[src/rtl/adder_bk_pipe.sv]
// Brent-Kung prefix adder/subtractor with ripple groups, 0..3 pipeline stages and
// valid/ready flow control. {co,sum} = a + (sub ? ~b : b) + (sub ? 1 : ci).
module adder_bk_pipe #(
    parameter int WIDTH  = 16,
    parameter int GROUP  = 4,
    parameter int STAGES = 2
) (
    input  logic             clk,
    input  logic             rst,
    input  logic             in_valid,
    output logic             in_ready,
    input  logic [WIDTH-1:0] a,
    input  logic [WIDTH-1:0] b,
    input  logic             ci,
    input  logic             sub,
    output logic             out_valid,
    input  logic             out_ready,
    output logic [WIDTH-1:0] sum,
    output logic             co,
    output logic             ovf,
    output logic             zero
);
    localparam int NG = WIDTH / GROUP;

    if (WIDTH < 2 || WIDTH > 64 || (WIDTH % GROUP) != 0 || STAGES < 0 || STAGES > 3 ||
        !(GROUP == 1 || GROUP == 2 || GROUP == 4 || GROUP == 8)) begin : g_bad_param
        $error("adder_bk_pipe: illegal WIDTH/GROUP/STAGES combination");
    end

    typedef struct packed {
        logic [WIDTH-1:0] g;
        logic [WIDTH-1:0] p;
        logic             c0;
        logic [NG-1:0]    gg;
        logic [NG-1:0]    gp;
    } tree_t;

    typedef struct packed {
        logic [WIDTH-1:0] sum;
        logic             co;
        logic             ovf;
        logic             zero;
    } res_t;

    localparam res_t RES_RST = '{sum: '0, co: 1'b0, ovf: 1'b0, zero: 1'b1};

    // ---------------- flow control ----------------
    logic [STAGES:0] vld_pipe;
    logic [STAGES:0] rdy;

    assign in_ready  = rdy[0];
    assign out_valid = vld_pipe[STAGES];

    if (STAGES == 0) begin : g_comb_vld
        assign vld_pipe = in_valid;
        assign rdy      = out_ready;
    end else begin : g_seq_vld
        logic [STAGES-1:0] vld_q;

        assign vld_pipe = {vld_q, in_valid};

        // rdy[k]: slot k+1 can take a beat this cycle (empty, or draining downstream)
        always_comb begin
            rdy         = '0;
            rdy[STAGES] = out_ready;
            for (int k = STAGES - 1; k >= 0; k--)
                rdy[k] = ~vld_q[k] | rdy[k+1];
        end

        always_ff @(posedge clk or posedge rst) begin
            if (rst) begin
                vld_q <= '0;
            end else begin
                for (int k = 0; k < STAGES; k++)
                    if (rdy[k]) vld_q[k] <= vld_pipe[k];
            end
        end
    end

    // ---------------- datapath ----------------
    tree_t gp_c, gp_q, up_c, up_q;
    res_t  res_c, res_q;

    always_comb begin : grp_gp
        logic [WIDTH-1:0] bx;
        logic             gg_t, gp_t;
        bx      = sub ? ~b : b;
        gg_t    = 1'b0;
        gp_t    = 1'b1;
        gp_c    = '0;
        gp_c.g  = a & bx;
        gp_c.p  = a ^ bx;
        gp_c.c0 = sub | ci;
        for (int i = 0; i < NG; i++) begin
            gg_t = 1'b0;
            gp_t = 1'b1;
            for (int j = 0; j < GROUP; j++) begin
                gg_t = gp_c.g[i*GROUP+j] | (gp_c.p[i*GROUP+j] & gg_t);
                gp_t = gp_t & gp_c.p[i*GROUP+j];
            end
            gp_c.gg[i] = gg_t;
            gp_c.gp[i] = gp_t;
        end
        // Carry-in folded into group 0 so every prefix G is the carry out of its group
        gp_c.gg[0] = gp_c.gg[0] | (gp_c.gp[0] & gp_c.c0);
    end

    always_comb begin : up_sweep
        up_c = gp_q;
        for (int d = 1; d < NG; d = d * 2) begin
            for (int i = 2 * d - 1; i < NG; i += 2 * d) begin
                up_c.gg[i] = up_c.gg[i] | (up_c.gp[i] & up_c.gg[i-d]);
                up_c.gp[i] = up_c.gp[i] & up_c.gp[i-d];
            end
        end
    end

    always_comb begin : down_sum
        logic [NG-1:0] cg, cp;
        logic          c, c_msb;
        cg = up_q.gg;
        cp = up_q.gp;
        for (int d = 64; d >= 1; d = d / 2) begin
            for (int i = 3 * d - 1; i < NG; i += 2 * d) begin
                cg[i] = cg[i] | (cp[i] & cg[i-d]);
                cp[i] = cp[i] & cp[i-d];
            end
        end
        res_c = RES_RST;
        c     = up_q.c0;
        c_msb = 1'b0;
        for (int i = 0; i < NG; i++) begin
            for (int j = 0; j < GROUP; j++) begin
                c_msb = c;
                res_c.sum[i*GROUP+j] = up_q.p[i*GROUP+j] ^ c;
                c = up_q.g[i*GROUP+j] | (up_q.p[i*GROUP+j] & c);
            end
            // The next group starts from the tree carry, not the local ripple
            c = cg[i];
        end
        res_c.co   = c;
        res_c.ovf  = c_msb ^ c;
        res_c.zero = ~|res_c.sum;
    end

    // ---------------- stage registers ----------------
    if (STAGES >= 2) begin : g_reg_gp
        always_ff @(posedge clk or posedge rst) begin
            if (rst)                       gp_q <= '0;
            else if (rdy[0] & vld_pipe[0]) gp_q <= gp_c;
        end
    end else begin : g_thru_gp
        assign gp_q = gp_c;
    end

    if (STAGES == 3) begin : g_reg_up
        always_ff @(posedge clk or posedge rst) begin
            if (rst)                       up_q <= '0;
            else if (rdy[1] & vld_pipe[1]) up_q <= up_c;
        end
    end else begin : g_thru_up
        assign up_q = up_c;
    end

    if (STAGES >= 1) begin : g_reg_res
        always_ff @(posedge clk or posedge rst) begin
            if (rst)                                   res_q <= RES_RST;
            else if (rdy[STAGES-1] & vld_pipe[STAGES-1]) res_q <= res_c;
        end
    end else begin : g_thru_res
        assign res_q = res_c;
    end

    assign sum  = res_q.sum;
    assign co   = res_q.co;
    assign ovf  = res_q.ovf;
    assign zero = res_q.zero;

endmodule

[config.mk]
export PLATFORM = sky130hd
export DESIGN_NAME = adder_bk_pipe
export DESIGN_NICKNAME = d
export VERILOG_FILES = /design/src/rtl/adder_bk_pipe.sv
export SDC_FILE = /design/constraint.sdc
export NUM_CORES = 1
export LEC_CHECK = 0
export ABC_AREA = 1
export BUFFER_PORTS_ARGS = -buffer_cell sky130_fd_sc_hd__buf_2
export CAP_MARGIN = 20
export CELL_PAD_IN_SITES_DETAIL_PLACEMENT = 0
export CELL_PAD_IN_SITES_GLOBAL_PLACEMENT = 1
export CORE_AREA = 2 2 106 108
export DETAILED_ROUTE_END_ITERATION = 12
export DIE_AREA = 0 0 108 110
export PLACE_DENSITY = 0.55
export SLEW_MARGIN = 20
export SYNTH_ARGS = -nofsm -noshare
export SYNTH_HDL_FRONTEND = slang
export SYNTH_SLANG_ARGS = --single-unit
[constraint.sdc]
create_clock -name clk -period 3 [get_ports clk]
set_clock_uncertainty 0.1 [all_clocks]
set_input_delay 0.3 -clock clk [delete_from_list [all_inputs] [get_ports clk]]
set_output_delay 0.3 -clock clk [all_outputs]
set_load 0.05 [all_outputs]
# After elaboration in Yosys (flattened, before gate mapping)
# Cells that the tools add are included.
# totals
regBits	61
# classes
mux	1
n_bitwise	98
reduce_logical	2
# ops
op	count
bitwise AND 1 bit	44
OR 1 bit	32
bitwise XOR 1 bit	17
bitwise AND 16 bit	1
2-to-1 mux 16 bit	1
NOT 16 bit	1
OR reduction 16 bit	1
bitwise XOR 16 bit	1
NOT 1 bit	2
logical NOT 1 bit	1

# Depth between registers and ports, before layout
# depth
depth_word	13
depth_mapped	14
mapped_depth_nobuf	14

# Worst setup path after synthesis
# No wires, ideal clock.
# synth_timing
path_type	reg2reg
startpoint	reg gp_q[1] (netlist bit)
endpoint	reg res_q, in the netlist zero
setup_ps	60
arrival_time_ps	2220
setup_slack_ps	620
path_stages_with_launch	15
synth_period_minus_slack_ps	2380
cell_sequence	dfrtp_1 > a21o_1 > a21o_1 > ha_1 > or2_2 > ha_1 > or2_2 > ha_1 > inv_1 > nand2_1 > nor2_1 > nand2_1 > nor2_1 > nand3_1 > nand2_1
# synth_lines
item	line_no	rtl
start: declaration	81	tree_t gp_c, gp_q, up_c, up_q;
start signal: assignment	150	else if (rdy[0] & vld_pipe[0]) gp_q <= gp_c;
end signal: assignment	168	else if (rdy[STAGES-1] & vld_pipe[STAGES-1]) res_q <= res_c;
end: declaration	82	res_t res_c, res_q;

==> results.toml <==
[yosys]
syn-cell-area_um2 = 3020
async_reset_ff_share_pct = 100.0
synth-seq-cells = 57
ys.flop_type = "dfrtp_1"
syn_inst = 350
synth.most_common_cell = "nand2_1"
synth-simple-area-share_pct = 19.55
ys_types = 25
yosysWarningCount = 0
synth_edf_count = 0
synth_top_family_by_area = "simple AND/OR/NAND/NOR gates"
avgSynthCellArea_um2 = 8.630
synth_top_area_share_pct = 46.40
synth_area_leaders = "dfrtp_1 (46%), nand2_1 (13%), ha_1 (12%)"
synthMuxAreaShare_pct = 0
synth_area_leader_cell = "dfrtp_1"
synth_xor_area_share_pct = 4.640
ys_seq_area_share_pct = 47.27
synth_common_cells = "nand2_1 (106), dfrtp_1 (56), inv_1 (36)"
synth-compound-area-share_pct = 9.735
synthAdderAreaFrac_pct = 11.60
syn-num-nets = 416

[run]
drv_cap = 0

[die]
start_util_pct = 28.23
fp.coreArea_um2 = 10700
dieArea_um2 = 11880
die_y_um = 110
dieWidth_um = 108
io_pins = 59
core.rowCount = 38

[finish]
nNetsFinal = 475
nFillCells = 1188
synthToLayoutAreaGrowth_pct = 19.68
diodes = 0
drive_above_1_share_pct = 21.74

[timing]
hold_slack_ps = 63.33
hold_viol = 0
maxSlewViolCount = 0
finalCriticalPeriod_ps = 2581
setup_viol = 0
rsz0062_at_grt = "false"
worstMarginPinSlew_ps = 719.4
fmax_mhz = 387.5
fin_crit_sh_pct = 86.02
slew_headroom_pct = 52.04
fin_ws_ps = 419.3
setup_tns_ps = 0

[routing]
wl_mm = 6.516
first_iter_violations = 107
drc_errors = 0
avgViaCountPerCell = 4.097
ant_nets = 0
dr.pass1.iters = 6
vias = 2270
wl_per_cell_um = 11.76

[setup_path]
arrival_ps = 2750
r2r_setup_slack_ps = 420
startpoint_type = "flop"
required_ps = 3170
crit_fanout = 3
crit_type = "reg -> reg"
worstSetupEndpointType = "flop"

[global_routing]
grtUsageTotal_pct = 12.29
overflow = 0
antenna_found_initial = 0
grt_max_degree = 58
grt_pass1_wl_mm = 11.19
grt_pass1_vias = 2230

[placement]
port_buffers = 58
post-dp-hpwl_mm = 4.918
gp_congestion = 0.7347
pre_cts_slack_ps = 430.5

[cts]
cts_root_buf = "clkbuf_8"
cts_tree = "done"
cts_sinks = 57
cts-resized-gates = 0
ctsHtreeMaxLevel = 3
cts_hold_buf = 0
path_clk_slew_ps = 60
cts_setup_buffers = 0
clk_latency_ps = 340
cts.path.max_buffers = 2
cts_buffers = 9

[pwr]
leakage_nw = 1.954
ir_worst_vdd_v = 0.0003156
power_density_nw_per_um2 = 783.0
total_power_w = 0.002830

[min_path]
hold_path.class = "in -> async"

[outcome]
status = "finished clean"
## layout make-up
| type | count | area [um^2] | area share (%) |
|---|---|---|---|
| multi-input combinational | 244 | 1375 | 38.04 |
| inverter | 37 | 138.9 | 3.842 |
| clock inverter | 2 | 10.01 | 0.2769 |
| timing repair buffer | 60 | 305.3 | 8.446 |
| clock buffer | 14 | 182.7 | 5.054 |
| sequential | 57 | 1428 | 39.49 |
| tap | 140 | 175.2 | 4.846 |
## flip-flops by register name, indices dropped and copies added, names as in the netlist
name             cells
down_sum.cg          1
zero                 1
gp_q                35
g_seq_vld.vld_q      2
sum                 16
co                   1
ovf                  1
## power breakdown
group	leakage, nW	switching, W	total, W	internal, W
combinational	1.15	0.000779	0.00108	0.000305
clock	0.102	0.000291	0.000679	0.000387
sequential	0.703	0.000108	0.00107	0.000960
total	1.95	0.00118	0.00283	0.00165
## placed cells by master, fill, tap and decap left out, types with 3 or more instances in the layout
master      n
nand2_1   106
buf_2      58
dfrtp_1    56
inv_1      35
ha_1       28
o21ai_0    24
nor2_1     19
o21ai_1    18
xor2_1     16
clkbuf_8   13
or2_2       8
nand3_1     6
a21oi_1     4
a31oi_1     4
nand4_1     3
## worst paths after layout
kind / cells past startpoint / end / startpoint
max in group asynchronous: 3 / gp_q[19] / rst
worst max-delay path: 14 / zero / down_sum.cg[0]
worst min register to register: 2 / zero / zero
min in group clk: 3 / gp_q[8] / ci
worst max register to register: 14 / zero / down_sum.cg[0]
worst min-delay path: 3 / gp_q[26] / rst
## metrics by stage
| step | utilization [%] | cell area, um^2 | instances |
|---|---|---|---|
| after floorplan | - | 3020 | 350 |
| after global placement | 31.99 | 3422 | 538 |
| after detailed placement | 31.99 | 3422 | 538 |
| after CTS | 33.79 | 3615 | 554 |
| after global routing | 33.79 | 3615 | 554 |
| final | 33.79 | 3615 | 554 |
## worst max-delay path, stage by stage, from the launching register on
cell,delay (ps)
dfrtp_1,400
a21o_1,200
a21o_1,170
ha_1,160
or2_2,270
ha_1,170
or2_2,270
ha_1,270
inv_1,70
nand2_1,50
nor2_1,90
nand2_1,60
nor2_1,90
nand3_1,80
nand2_1,60
## routing by layer
layer / vias to the layer above / global-route usage, % / part of all wire, %
met5: - / 0 / 0
met3: 11 / 2.881 / 5.4
li1: 1240 / - / -
met4: 0 / 5.495 / 2.0
met2: 54 / 16.35 / 38
met1: 965 / 18.60 / 54
## logic make-up (layout without fill, tap and decap cells)
family | count (synthesis) | after routing
fa+ha+maj | 28 | 28
flops | 57 | 57
compound gates | 55 | 55
buf+inv | 49 | 113
xor+xnor | 16 | 16
simple gates | 145 | 145
Power figures use the tool's default switching activity.
